--- src/rtl/core_pattern_pkg.sv ---
// Shared types and constants for the core pattern player and its stream checker.
// No logic here; the issue FSM and the checker both import it.
package core_pattern_pkg;

    typedef enum logic [2:0] {
        IDLE,
        FETCH,
        WAIT_RDY,
        ISSUE,
        LOAD,
        NEXT,
        DRAIN,
        DONE
    } state_t;

    localparam int ERR_W = 16;
    localparam int CYC_W = 32;

    // Truncated to the first-error width at each use; all-ones marks "no error yet".
    localparam logic [31:0] FIRST_ERR_NONE = '1;

endpackage

--- src/rtl/core_stream_checker.sv ---
// Compares core results against golden ROM words; counts mismatches and overflow words.
// Golden address comes from next-state k so gold[k] is present the cycle a result arrives; never stalls the core.
module core_stream_checker
    import core_pattern_pkg::*;
#(
    parameter int OUT_W      = 14,
    parameter int GOLD_DEPTH = 4096
) (
    input  logic                            clk_i,
    input  logic                            rst_i,
    input  logic                            clear_i,
    input  logic                            en_i,
    input  logic                            out_vld_i,
    input  logic [OUT_W-1:0]                out_dat_i,
    input  logic [$clog2(GOLD_DEPTH+1)-1:0] gold_count_i,
    output logic [$clog2(GOLD_DEPTH)-1:0]   gold_addr_o,
    input  logic [OUT_W-1:0]                gold_dat_i,
    output logic [$clog2(GOLD_DEPTH+1)-1:0] k_o,
    output logic [ERR_W-1:0]                err_cnt_o,
    output logic [$clog2(GOLD_DEPTH+1)-1:0] first_err_o
);
    localparam int GC_W = $clog2(GOLD_DEPTH + 1);
    localparam int GA_W = $clog2(GOLD_DEPTH);
    localparam logic [GC_W-1:0] NONE = GC_W'(FIRST_ERR_NONE);

    logic [GC_W-1:0]  k_q, k_d;
    logic [ERR_W-1:0] err_cnt_q;
    logic [GC_W-1:0]  first_err_q;
    logic             err;

    always_comb begin
        k_d = k_q;
        err = 1'b0;
        if (rst_i || clear_i) begin
            k_d = '0;
        end else if (en_i && out_vld_i) begin
            if (k_q < gold_count_i) begin
                k_d = k_q + 1'b1;
                err = (out_dat_i != gold_dat_i);
            end else begin
                // k stays saturated; every extra word is an error at index gold_count
                err = 1'b1;
            end
        end
    end

    always_ff @(posedge clk_i) begin
        if (rst_i || clear_i) begin
            k_q         <= '0;
            err_cnt_q   <= '0;
            first_err_q <= NONE;
        end else begin
            k_q <= k_d;
            if (err) begin
                if (err_cnt_q != {ERR_W{1'b1}}) begin
                    err_cnt_q <= err_cnt_q + 1'b1;
                end
                if (first_err_q == NONE) begin
                    first_err_q <= k_q;
                end
            end
        end
    end

    assign gold_addr_o = k_d[GA_W-1:0];
    assign k_o         = k_q;
    assign err_cnt_o   = err_cnt_q;
    assign first_err_o = first_err_q;

endmodule

--- src/rtl/core_pattern_player.sv ---
// Replays an op list and input feature maps into the core and checks its output stream; reports pass/fail.
// First op 3 cycles after start, loads stream 1 beat/cycle; i_in_ready low holds the beat stable.
module core_pattern_player
    import core_pattern_pkg::*;
#(
    parameter int DATA_W     = 8,
    parameter int OP_W       = 4,
    parameter int OUT_W      = 14,
    parameter int LOAD_MODE  = 0,
    parameter int LOAD_LEN   = 2048,
    parameter int OP_DEPTH   = 1024,
    parameter int GOLD_DEPTH = 4096,
    parameter int MAX_CYCLE  = 4000
) (
    input  logic                            i_clk,
    input  logic                            i_rst,
    input  logic                            i_start,
    input  logic [$clog2(OP_DEPTH+1)-1:0]   i_op_count,
    input  logic [$clog2(GOLD_DEPTH+1)-1:0] i_gold_count,
    output logic [$clog2(OP_DEPTH)-1:0]     o_op_addr,
    input  logic [OP_W-1:0]                 i_op_rdata,
    output logic [$clog2(LOAD_LEN)-1:0]     o_in_addr,
    input  logic [DATA_W-1:0]               i_in_rdata,
    output logic [$clog2(GOLD_DEPTH)-1:0]   o_gold_addr,
    input  logic [OUT_W-1:0]                i_gold_rdata,
    output logic                            o_op_valid,
    output logic [OP_W-1:0]                 o_op_mode,
    input  logic                            i_op_ready,
    output logic                            o_in_valid,
    output logic [DATA_W-1:0]               o_in_data,
    input  logic                            i_in_ready,
    input  logic                            i_out_valid,
    input  logic [OUT_W-1:0]                i_out_data,
    output logic                            o_busy,
    output logic                            o_done,
    output logic                            o_pass,
    output logic                            o_timeout,
    output logic [ERR_W-1:0]                o_err_cnt,
    output logic [$clog2(GOLD_DEPTH+1)-1:0] o_first_err,
    output logic [CYC_W-1:0]                o_cycle_cnt
);
    localparam int OPC_W = $clog2(OP_DEPTH + 1);
    localparam int OPA_W = $clog2(OP_DEPTH);
    localparam int INA_W = $clog2(LOAD_LEN);
    localparam int GC_W  = $clog2(GOLD_DEPTH + 1);
    localparam logic [INA_W-1:0] J_LAST = INA_W'(LOAD_LEN - 1);

    state_t            state_q;
    logic [OPC_W-1:0]  i_q;
    logic [INA_W-1:0]  j_q, j_d;
    logic              op_valid_q, in_valid_q, busy_q, done_q, timeout_q;
    logic [OP_W-1:0]   op_mode_q;
    logic [CYC_W-1:0]  cycle_q;
    logic [GC_W-1:0]   k;
    logic              start_acc, drain_done, tmo;

    assign start_acc  = i_start && (state_q == IDLE || state_q == DONE);
    assign drain_done = (k == i_gold_count);
    // A run finishing naturally on the last allowed cycle is not a timeout
    assign tmo = busy_q && (cycle_q + 32'd1 == 32'(MAX_CYCLE))
              && !(state_q == DRAIN && drain_done);

    // Stream index drives the input ROM directly so in[j] is present during its beat
    always_comb begin
        j_d = j_q;
        if (i_rst || start_acc) begin
            j_d = '0;
        end else if (state_q == LOAD && i_in_ready) begin
            j_d = (j_q == J_LAST) ? '0 : j_q + 1'b1;
        end
    end

    always_ff @(posedge i_clk) begin
        if (i_rst) begin
            state_q    <= IDLE;
            i_q        <= '0;
            j_q        <= '0;
            op_valid_q <= 1'b0;
            op_mode_q  <= '0;
            in_valid_q <= 1'b0;
            busy_q     <= 1'b0;
            done_q     <= 1'b0;
            timeout_q  <= 1'b0;
            cycle_q    <= '0;
        end else begin
            j_q <= j_d;
            if (busy_q) begin
                cycle_q <= cycle_q + 1'b1;
            end
            case (state_q)
                IDLE, DONE: begin
                    state_q <= IDLE;
                    if (i_start) begin
                        state_q   <= (i_op_count == '0) ? DRAIN : FETCH;
                        i_q       <= '0;
                        busy_q    <= 1'b1;
                        done_q    <= 1'b0;
                        timeout_q <= 1'b0;
                        cycle_q   <= 32'd1;
                    end
                end
                FETCH: state_q <= WAIT_RDY;
                WAIT_RDY: begin
                    if (i_op_ready) begin
                        state_q    <= ISSUE;
                        op_valid_q <= 1'b1;
                        op_mode_q  <= i_op_rdata;
                    end
                end
                ISSUE: begin
                    op_valid_q <= 1'b0;
                    if (op_mode_q == OP_W'(LOAD_MODE)) begin
                        state_q    <= LOAD;
                        in_valid_q <= 1'b1;
                    end else begin
                        state_q <= NEXT;
                    end
                end
                LOAD: begin
                    if (i_in_ready && j_q == J_LAST) begin
                        in_valid_q <= 1'b0;
                        state_q    <= NEXT;
                    end
                end
                NEXT: begin
                    i_q     <= i_q + 1'b1;
                    state_q <= (i_q + 1'b1 == i_op_count) ? DRAIN : FETCH;
                end
                DRAIN: begin
                    if (drain_done) begin
                        state_q <= DONE;
                        busy_q  <= 1'b0;
                        done_q  <= 1'b1;
                    end
                end
                default: state_q <= IDLE;
            endcase
            if (tmo) begin
                state_q    <= DONE;
                busy_q     <= 1'b0;
                done_q     <= 1'b1;
                timeout_q  <= 1'b1;
                op_valid_q <= 1'b0;
                in_valid_q <= 1'b0;
            end
        end
    end

    core_stream_checker #(
        .OUT_W      (OUT_W),
        .GOLD_DEPTH (GOLD_DEPTH)
    ) u_checker (
        .clk_i        (i_clk),
        .rst_i        (i_rst),
        .clear_i      (start_acc),
        .en_i         (busy_q),
        .out_vld_i    (i_out_valid),
        .out_dat_i    (i_out_data),
        .gold_count_i (i_gold_count),
        .gold_addr_o  (o_gold_addr),
        .gold_dat_i   (i_gold_rdata),
        .k_o          (k),
        .err_cnt_o    (o_err_cnt),
        .first_err_o  (o_first_err)
    );

    assign o_op_addr   = i_q[OPA_W-1:0];
    assign o_in_addr   = j_d;
    assign o_op_valid  = op_valid_q;
    assign o_op_mode   = op_mode_q;
    assign o_in_valid  = in_valid_q;
    assign o_in_data   = in_valid_q ? i_in_rdata : '0;
    assign o_busy      = busy_q;
    assign o_done      = done_q;
    assign o_timeout   = timeout_q;
    assign o_pass      = done_q && (o_err_cnt == '0) && !timeout_q;
    assign o_cycle_cnt = cycle_q;

endmodule
--- config.mk ---
export PLATFORM = sky130hd
export DESIGN_NAME = core_pattern_player
export DESIGN_NICKNAME = d
export VERILOG_FILES = /design/src/rtl/core_pattern_pkg.sv /design/src/rtl/core_stream_checker.sv /design/src/rtl/core_pattern_player.sv
export SDC_FILE = /design/constraint.sdc
export NUM_CORES = 1
export LEC_CHECK = 0
export ABC_AREA = 0
export BUFFER_PORTS_ARGS = -buffer_cell sky130_fd_sc_hd__buf_2
export CORE_ASPECT_RATIO = 0.6
export CORE_UTILIZATION = 48
export DETAILED_ROUTE_END_ITERATION = 7
export GPL_TIMING_DRIVEN = 0
export PLACE_DENSITY = 0.74
export SLEW_MARGIN = 5
export SYNTH_ARGS = -nofsm -noshare
export SYNTH_HDL_FRONTEND = slang
export SYNTH_SLANG_ARGS = --single-unit
--- constraint.sdc ---
create_clock -name i_clk -period 3.1 [get_ports i_clk]
set_clock_uncertainty 0.2 [all_clocks]
set_input_delay 0.155 -clock i_clk [delete_from_list [all_inputs] [get_ports i_clk]]
set_output_delay 0.155 -clock i_clk [all_outputs]
set_load 0.005 [all_outputs]
# After elaboration in Yosys (flattened, before gate mapping)
# Index checks and enable logic that the tools add are counted.
totals:
  output_inout_bits: 112
  register_bits: 108
  in_bits: 70
  elab_cells: 118
classes:
  magnitude_cmp: 1
  eq_ne: 23
  muxes: 38
  add_sub_neg: 5
  n_reduce_logical: 37
op_table:
  columns: ["operator", "count"]
  rows:
  - ["$mux W32", 3]
  - ["$mux W11", 4]
  - ["$mux W12", 3]
  - ["$add A32 B1 Y32 const B", 1]
  - ["$eq A32 B12 Y1 const B", 1]
  - ["$add A11 B1 Y11 const B", 2]
  - ["$pmux W11 S2", 1]
  - ["$mux W3", 7]
  - ["$pmux W3 S7", 1]
  - ["$add A16 B1 Y16 const B", 1]
  - ["$logic_not A16 Y1", 1]
  - ["$ne A16 B16 Y1 const B", 1]
  - ["$mux W1", 14]
  - ["$ne A14 B14 Y1", 1]
  - ["$reduce_and A2 Y1", 7]
  - ["$add A13 B1 Y13 const B", 1]
  - ["$eq A13 B13 Y1", 1]
  - ["$eq A13 B13 Y1 const B", 1]
  - ["$lt A13 B13 Y1", 1]
  - ["$eq A3 B3 Y1 const B", 4]
  - ["$reduce_and A3 Y1", 4]
  - ["$reduce_bool A2 Y1", 6]
  - ["$eq A11 B11 Y1", 1]
  - ["$eq A11 B11 Y1 const B", 1]
  - ["other kinds (16)", 36]

# Depth between registers and ports, before layout
# Gate-level depths: netlist of the first run.
logic_depth:
  depth_word: 6
  mapped_depth: 10
  mapped_depth_nobuf: 9

# Modules after synthesis
# Synthesis of the first run repeated with hierarchy kept, for this count alone.
hier_totals:
  hier_cells: 893
  area_unflattened_um2: 6875.3
by_module_without_submodules:
  columns: ["mod", "n_inst", "area_each_um2", "seq_area_each_um2", "cells_each"]
  rows:
  - ["core_pattern_player", 1, 4389.2, 1321.3, 593]
  - ["core_stream_checker", 1, 2486.1, 840.8, 300]

# Least setup slack after synthesis of the first run
# Ideal clock, no wire load.
synth_timing:
  path_kind: "register to output"
  start: "register u_checker.k_q[2] (netlist: u_checker.k_o[2])"
  end: "output o_gold_addr[11]"
  required_time_ns: 2.745
  setup_slack_ns: 0.365
  t_arrival_ns: 2.380
  n_path_buf: 0
  path_stages_with_launch: 9
  path_cell_list: "dfxtp_1 ha_1 a21o_1 a221oi_1 o221ai_2 nor3_4 nand2_1 nor4b_2 mux2i_1"
synth_via:
  elab_chain_cells: 4
  word_cells_on_any_way: 5
  cone_classes: "add/sub: 1; order compare: 1; mux: 3"
synth_rtl:
  columns: ["element", "line_no", "source"]
  rows:
  - ["from (decl)", "core_stream_checker.sv:26", "logic [GC_W-1:0] k_q, k_d;"]
  - ["from (signal assigned)", "core_stream_checker.sv:53", "k_q <= k_d;"]
  - ["$add A13 B1 Y13 / $lt A13 B13 Y1 (equally long branches)", "core_stream_checker.sv:38, core_stream_checker.sv:37", null]
  - ["$mux W12 *", "core_stream_checker.sv:37", "if (k_q < gold_count_i) begin"]
  - ["$mux W12 *", "core_stream_checker.sv:36", "end else if (en_i && out_vld_i) begin"]
  - ["$mux W12 *", "core_stream_checker.sv:34", "if (rst_i || clear_i) begin"]
  - ["to (decl)", "core_pattern_player.sv:24", "output logic [$clog2(GOLD_DEPTH)-1:0] o_gold_addr,"]
# Every way passes the cells marked *; elsewhere a longest branch is shown, timed or not.

# Worst setup path after layout of the first run
layout_timing:
  start: "register u_checker.k_q[2] (netlist: u_checker.k_o[2])"
  end: "output o_gold_addr[7]"
# Same word-level chain as after synthesis.

==> results of run 1 <==
-- cell type report --
class,count,area (µm²)
inverter,21,78.83
tap,170,212.7
clock inverter,7,58.81
sequential,108,2187
buffer,46,244.0
multi-input combinational,655,4254
clock buffer,9,225.2
timing repair buffer,198,1065
fill,1186,4727
-- sequential cells by signal, indices dropped and copies added (netlist names), 3 cells and up --
signal / cells
o_cycle_cnt: 32
u_checker.err_cnt_o: 16
u_checker.first_err_o: 13
u_checker.k_o: 13
i_q: 11
j_q: 11
o_op_mode: 4
state_q: 3
-- Yosys cell counts (all sizes together), types with 13 or more instances --
library cell  count  share of area
and2             16          0.015
and3             14          0.013
a21oi            38          0.029
buf              23          0.023
nand2            75          0.043
nor2            124          0.071
inv              21          0.012
nor3             26          0.022
nor4             22          0.022
ha               19          0.036
xnor2            47          0.063
nand3            41          0.031
o21ai            43          0.033
or3              13          0.013
xor2             41          0.055
nand4            32          0.036
dfxtp           108           0.33
clkbuf           25          0.014
-- cell families (layout without fill, tap and decap cells) --
group           Yosys count  after routing  share of synthesized area
xor+xnor                 88             88                     0.1179
mux                      10             10                    0.01570
flops                   108            108                     0.3308
simple gates            415            415                     0.3328
buf+inv                  69            281                    0.04901
compound gates          123            123                     0.1174
fa+ha+maj                19             19                    0.03638
-- worst max-delay path: stages (launching register included) --
cell      delay, ps
dfxtp_4         360
ha_4            210
a21o_1          200
a221oi_4        290
o221ai_2        170
nor3_4          320
nand3_2         200
or3_1           420
a21oi_2         180
buf_2           140
-- what timing repair did --
item	4_1_cts	5_1_grt
setup endpoints to repair	42	48
pin swaps	8	13
hold buffers	6	0
endpoints found under the hold margin	6	0
cloned	0	0
buffers inserted	6	5
gates resized for setup	30	36
-- report_power, final --
group          total [mW]  switching, mW  internal (mW)
clock network        1.12          0.563          0.560
registers            1.45         0.0391           1.41
logic               0.403          0.237          0.166
total                2.98          0.840           2.14
-- metrics by stage --
stage	hold WS (ps)	worst slack (ps)	utilization	instances
global route	39.92	-192.7	0.6378	1214
global placement	202.7	-239.2	0.5864	1183
detailed placement	208.6	-267.2	0.5864	1183
finish	41.97	-92.61	0.6378	1214
CTS	17.57	4.849	0.6246	1211
floorplan	102.2	365.0	-	832
-- worst max path at each step --
stage / from / end / cells past startpoint
detailed placement: u_checker.k_o[2]$_SDFF_PN0_ / u_checker.err_cnt_o[0]$_SDFFE_PN0P_ / 9
finish: u_checker.k_o[2]$_SDFF_PN0_ / o_gold_addr[7] / 9
global placement: u_checker.k_o[2]$_SDFF_PN0_ / u_checker.err_cnt_o[0]$_SDFFE_PN0P_ / 9
global route: u_checker.k_o[2]$_SDFF_PN0_ / o_gold_addr[11] / 9
floorplan: u_checker.k_o[2]$_SDFF_PN0_ / o_gold_addr[11] / 8
CTS: state_q[1]$_SDFFE_PP0P_ / o_in_addr[0] / 9
-- per-layer routing --
metal	vias up	track usage	part of all wire
li1	3348	-	-
met1	3233	0.4092	0.49
met2	304	0.4071	0.41
met3	31	0.05475	0.077
met4	0	0.05724	0.014
met5	-	0	0
==> results.toml, run 1 <==
[worst_setup_path]
cp_max_fo = 6
r2r_start = "u_checker.k_o[2]$_SDFF_PN0_"
ff2ff_path_depth = 10
rrSetupSlack_ps = 180
r2r-end = "u_checker.err_cnt_o[13]$_SDFFE_PN0P_"
cp.required_ps = 2740
end_kind = "output port"
arrival_ps = 2840
crit_type = "flop to output port"
crit_path_start_kind = "flop"

[clock_network]
path_clk_slew_ps = 70
cts_buffers = 9
cts_num_sinks = 108
clkLatencyLatePin_ps = 360
clockRootBuffer = "clkbuf_16"
clockBufferDepth = 2
cts_tree = "yes"
h-tree-depth = 3

[timing]
hold_viol = 0
slew_headroom = 0.5025
fin_setup_tns_ps = -323.0
tightest_slew_ps = 739.4
postLayoutSetupSlackWorst_ps = -92.61
fin_crit_sh = 1.030
maxSlewViolCount = 0
rsz0062_at_grt = "yes"
setup_viol = 5
max_freq_mhz = 313.2
period_needed_ps = 3193

[detailed_routing]
dr.pass1.iters = 8
wl_um = 19740
via_count = 6916
drc = 15
drt_iter0_drc = 592
postRouteAntennaNets = 0
wl_per_cell_um = 16.26
vias_per_cell = 5.697

[placed_design]
dpl-instance-area_um2 = 7654
port-buffer-count = 181
routabilityCongestion = 0.9494
dpl.hpwl_um = 14630

[run_status]
status = "finished with violations"
violations = "DRC, setup timing"

[grt]
grt_max_degree = 20
antenna_found_initial = 0
overflow = 0
grt_pass1_wl_um = 31220
grt_pass1_vias = 6074
grt_util_all_layers = 0.2754

[synthesis]
postSynthCellCount = 832
syn_area_um2 = 6535
yosysSeqAreaShare = 0.3308
ys.flop_type = "dfxtp_1"
synth_fp_nets = 921
yosys.cell_types.count = 67
async_flop_share = 0
avgSynthCellArea_um2 = 7.855
synth_edf_count = 0
ys_warn_count = 0
ys_ff_latch = 108

[min_path]
holdPathStages = 3
min_from = "i_start"
holdPathEnd = "o_cycle_cnt[0]$_SDFF_PP0_"
hold_class = "primary input to flop"

[floorplan]
die_w_um = 152.6
core_area_um2 = 13050
start_util = 0.5007
ios = 182
die_area_um2 = 14100
rows = 32
die-height_um = 92.38

[pwr]
totalPowerFinal_mw = 2.978
power_density_nw_per_um2 = 357.7
ir_worst_vdd_v = 0.0002591
p_leak_nw = 3.464

[cells_and_area]
final_common_cell = "buf_2"
nNetsFinal = 1128
final_cell_mix = "192 x buf_2, 124 x nor2_1, 96 x dfxtp_1"
num_antenna_cells = 0
fin_area_um2 = 8325
syn_to_final_growth_pct = 27.40
drive_gt1_frac = 0.2921

[job]
maxCapViolations = 0
Note: power is estimated with default switching activity, not from simulation.
==> run 2, diff against run 1 <==
- CORE_ASPECT_RATIO: 0.6 -> not set
==> run 2 against run 1 <==
Compared with the run above: the flow finishes with violations (setup timing); via count is 3.4% lower; worst setup slack better by 40 ps; maximum frequency is 1.3% higher; highest routed layer unchanged; global-route usage is 2.2 points lower; largest power group unchanged.
==> results.toml, run 2 (synthesized netlist as in run 1, its figures left out) <==
[floorplan]
die_area_um2 = 14080
core_area_um2 = 13240
start_util = 0.4935
die-height_um = 118.7
ios = 182
die_w_um = 118.7
rows = 42

[clock_network]
path_clk_slew_ps = 70
clockBufferDepth = 2
cts_buffers = 9
clockRootBuffer = "clkbuf_16"
cts_tree = "yes"
cts_num_sinks = 108
h-tree-depth = 3
clkLatencyLatePin_ps = 350

[detailed_routing]
wl_um = 18300
dr.pass1.iters = 5
vias_per_cell = 5.473
drt_iter0_drc = 492
drc = 0
postRouteAntennaNets = 0
wl_per_cell_um = 14.99
via_count = 6683

[worst_setup_path]
cp_max_fo = 4
arrival_ps = 2800
ff2ff_path_depth = 8
cp.required_ps = 2740
rrSetupSlack_ps = 190
crit_path_start_kind = "flop"
r2r-end = "state_q[2]$_SDFFE_PP0P_"
critPathLaunch = "u_checker.k_o[2]$_SDFF_PN0_"
end_kind = "output port"
worstSetupEndpoint = "o_gold_addr[11]"
crit_type = "flop to output port"
r2r_start = "i_q[0]$_SDFFE_PP0P_"

[cells_and_area]
fin_cells = 1221
nNetsFinal = 1129
num_antenna_cells = 0
nFillCells = 1195
drive_gt1_frac = 0.2804
largest_reg_flops = 32
syn_to_final_growth_pct = 27.78
final_cell_mix = "191 x buf_2, 124 x nor2_1, 99 x dfxtp_1"
final_common_cell = "buf_2"
fin_area_um2 = 8351

[timing]
max_freq_mhz = 317.2
rsz0062_at_grt = "yes"
fin_crit_sh = 1.017
hold_ws_ps = 16.76
period_needed_ps = 3152
postLayoutSetupSlackWorst_ps = -52.40
slew_headroom = 0.4714
tightest_slew_ps = 785.7
maxSlewViolCount = 0
setup_viol = 3
hold_viol = 0

[grt]
grt_max_degree = 17
overflow = 0
grt_pass1_wl_um = 28920
antenna_found_initial = 0
grt_pass1_vias = 6023
grt_util_all_layers = 0.2534

[pwr]
totalPowerFinal_mw = 3.017
power_density_nw_per_um2 = 361.3
p_leak_nw = 3.454
ir_worst_vdd_v = 0.0002746

[run_status]
status = "finished with violations"
violations = "setup timing"

[placed_design]
routabilityCongestion = 0.9129
port-buffer-count = 181
dpl-instance-area_um2 = 7661
dpl.hpwl_um = 13440
dp_cells = 1189

[min_path]
hold_class = "primary input to flop"

[job]
maxCapViolations = 0
run 2: cell type report:
| class | instances | area, µm² | area share |
|---|---|---|---|
| clock buffer | 12 | 256.5 | 0.03072 |
| buffer | 46 | 240.2 | 0.02877 |
| inverter | 21 | 78.83 | 0.009440 |
| sequential | 108 | 2183 | 0.2615 |
| clock inverter | 4 | 47.55 | 0.005694 |
| tap | 176 | 220.2 | 0.02637 |
| multi-input combinational | 655 | 4258 | 0.5099 |
| timing repair buffer | 199 | 1066 | 0.1277 |
run 2: worst min-delay path by stage:
stage | start | to | slack, ps | depth (start not counted)
2_1_floorplan | i_op_rdata[0] | o_op_mode[0]$_SDFFE_PP0P_ | 100 | 2
6_report | i_start | o_cycle_cnt[0]$_SDFF_PP0_ | 20 | 3
4_1_cts | i_start | o_cycle_cnt[0]$_SDFF_PP0_ | 2 | 3
5_1_grt | i_start | o_cycle_cnt[0]$_SDFF_PP0_ | 30 | 3
3_3_place_gp | i_op_rdata[1] | o_op_mode[1]$_SDFFE_PP0P_ | 190 | 3
3_5_place_dp | i_op_rdata[0] | o_op_mode[0]$_SDFFE_PP0P_ | 200 | 3
run 2: worst max-delay path, cell delays in order (launching register included):
cell      delay [ps]
dfxtp_4          350
ha_4             210
a21o_1           180
a221oi_4         340
o221ai_4         170
nor3_4           190
buf_6            160
nand2_4           60
nor4b_4          330
mux2i_1          290
buf_2            150
run 2: metal layers:
layer	wire [µm]	up-vias	GRT usage
met1	8088	3083	0.3132
li1	-	3355	-
met2	9066	221	0.4437
met4	241	0	0.08386
met5	0	-	0
met3	901	24	0.04247
run 2: per-stage QoR:
stage                     worst slack, ps  TNS (ps)    util
after floorplan                     365.0         0       -
after global placement             -285.2     -3805  0.5785
after detailed placement           -343.6     -5003  0.5785
after CTS                          -97.91    -299.4  0.6184
after global routing               -123.4    -539.4  0.6306
final                              -52.40    -84.97  0.6306
run 2: power by group:
part / internal [mW] / total (mW) / switching [mW]
logic: 0.164 / 0.393 / 0.230
clock network: 0.669 / 1.18 / 0.507
registers: 1.41 / 1.45 / 0.0361
total: 2.24 / 3.02 / 0.773
run 2: what timing repair did:
action / CTS / global route
hold buffers: 7 / 0
hold endpoints to repair: 8 / 0
cloned: 0 / 0
buffers inserted: 8 / 3
resized for setup: 25 / 32
setup endpoints to repair: 45 / 47
pin swaps: 9 / 12
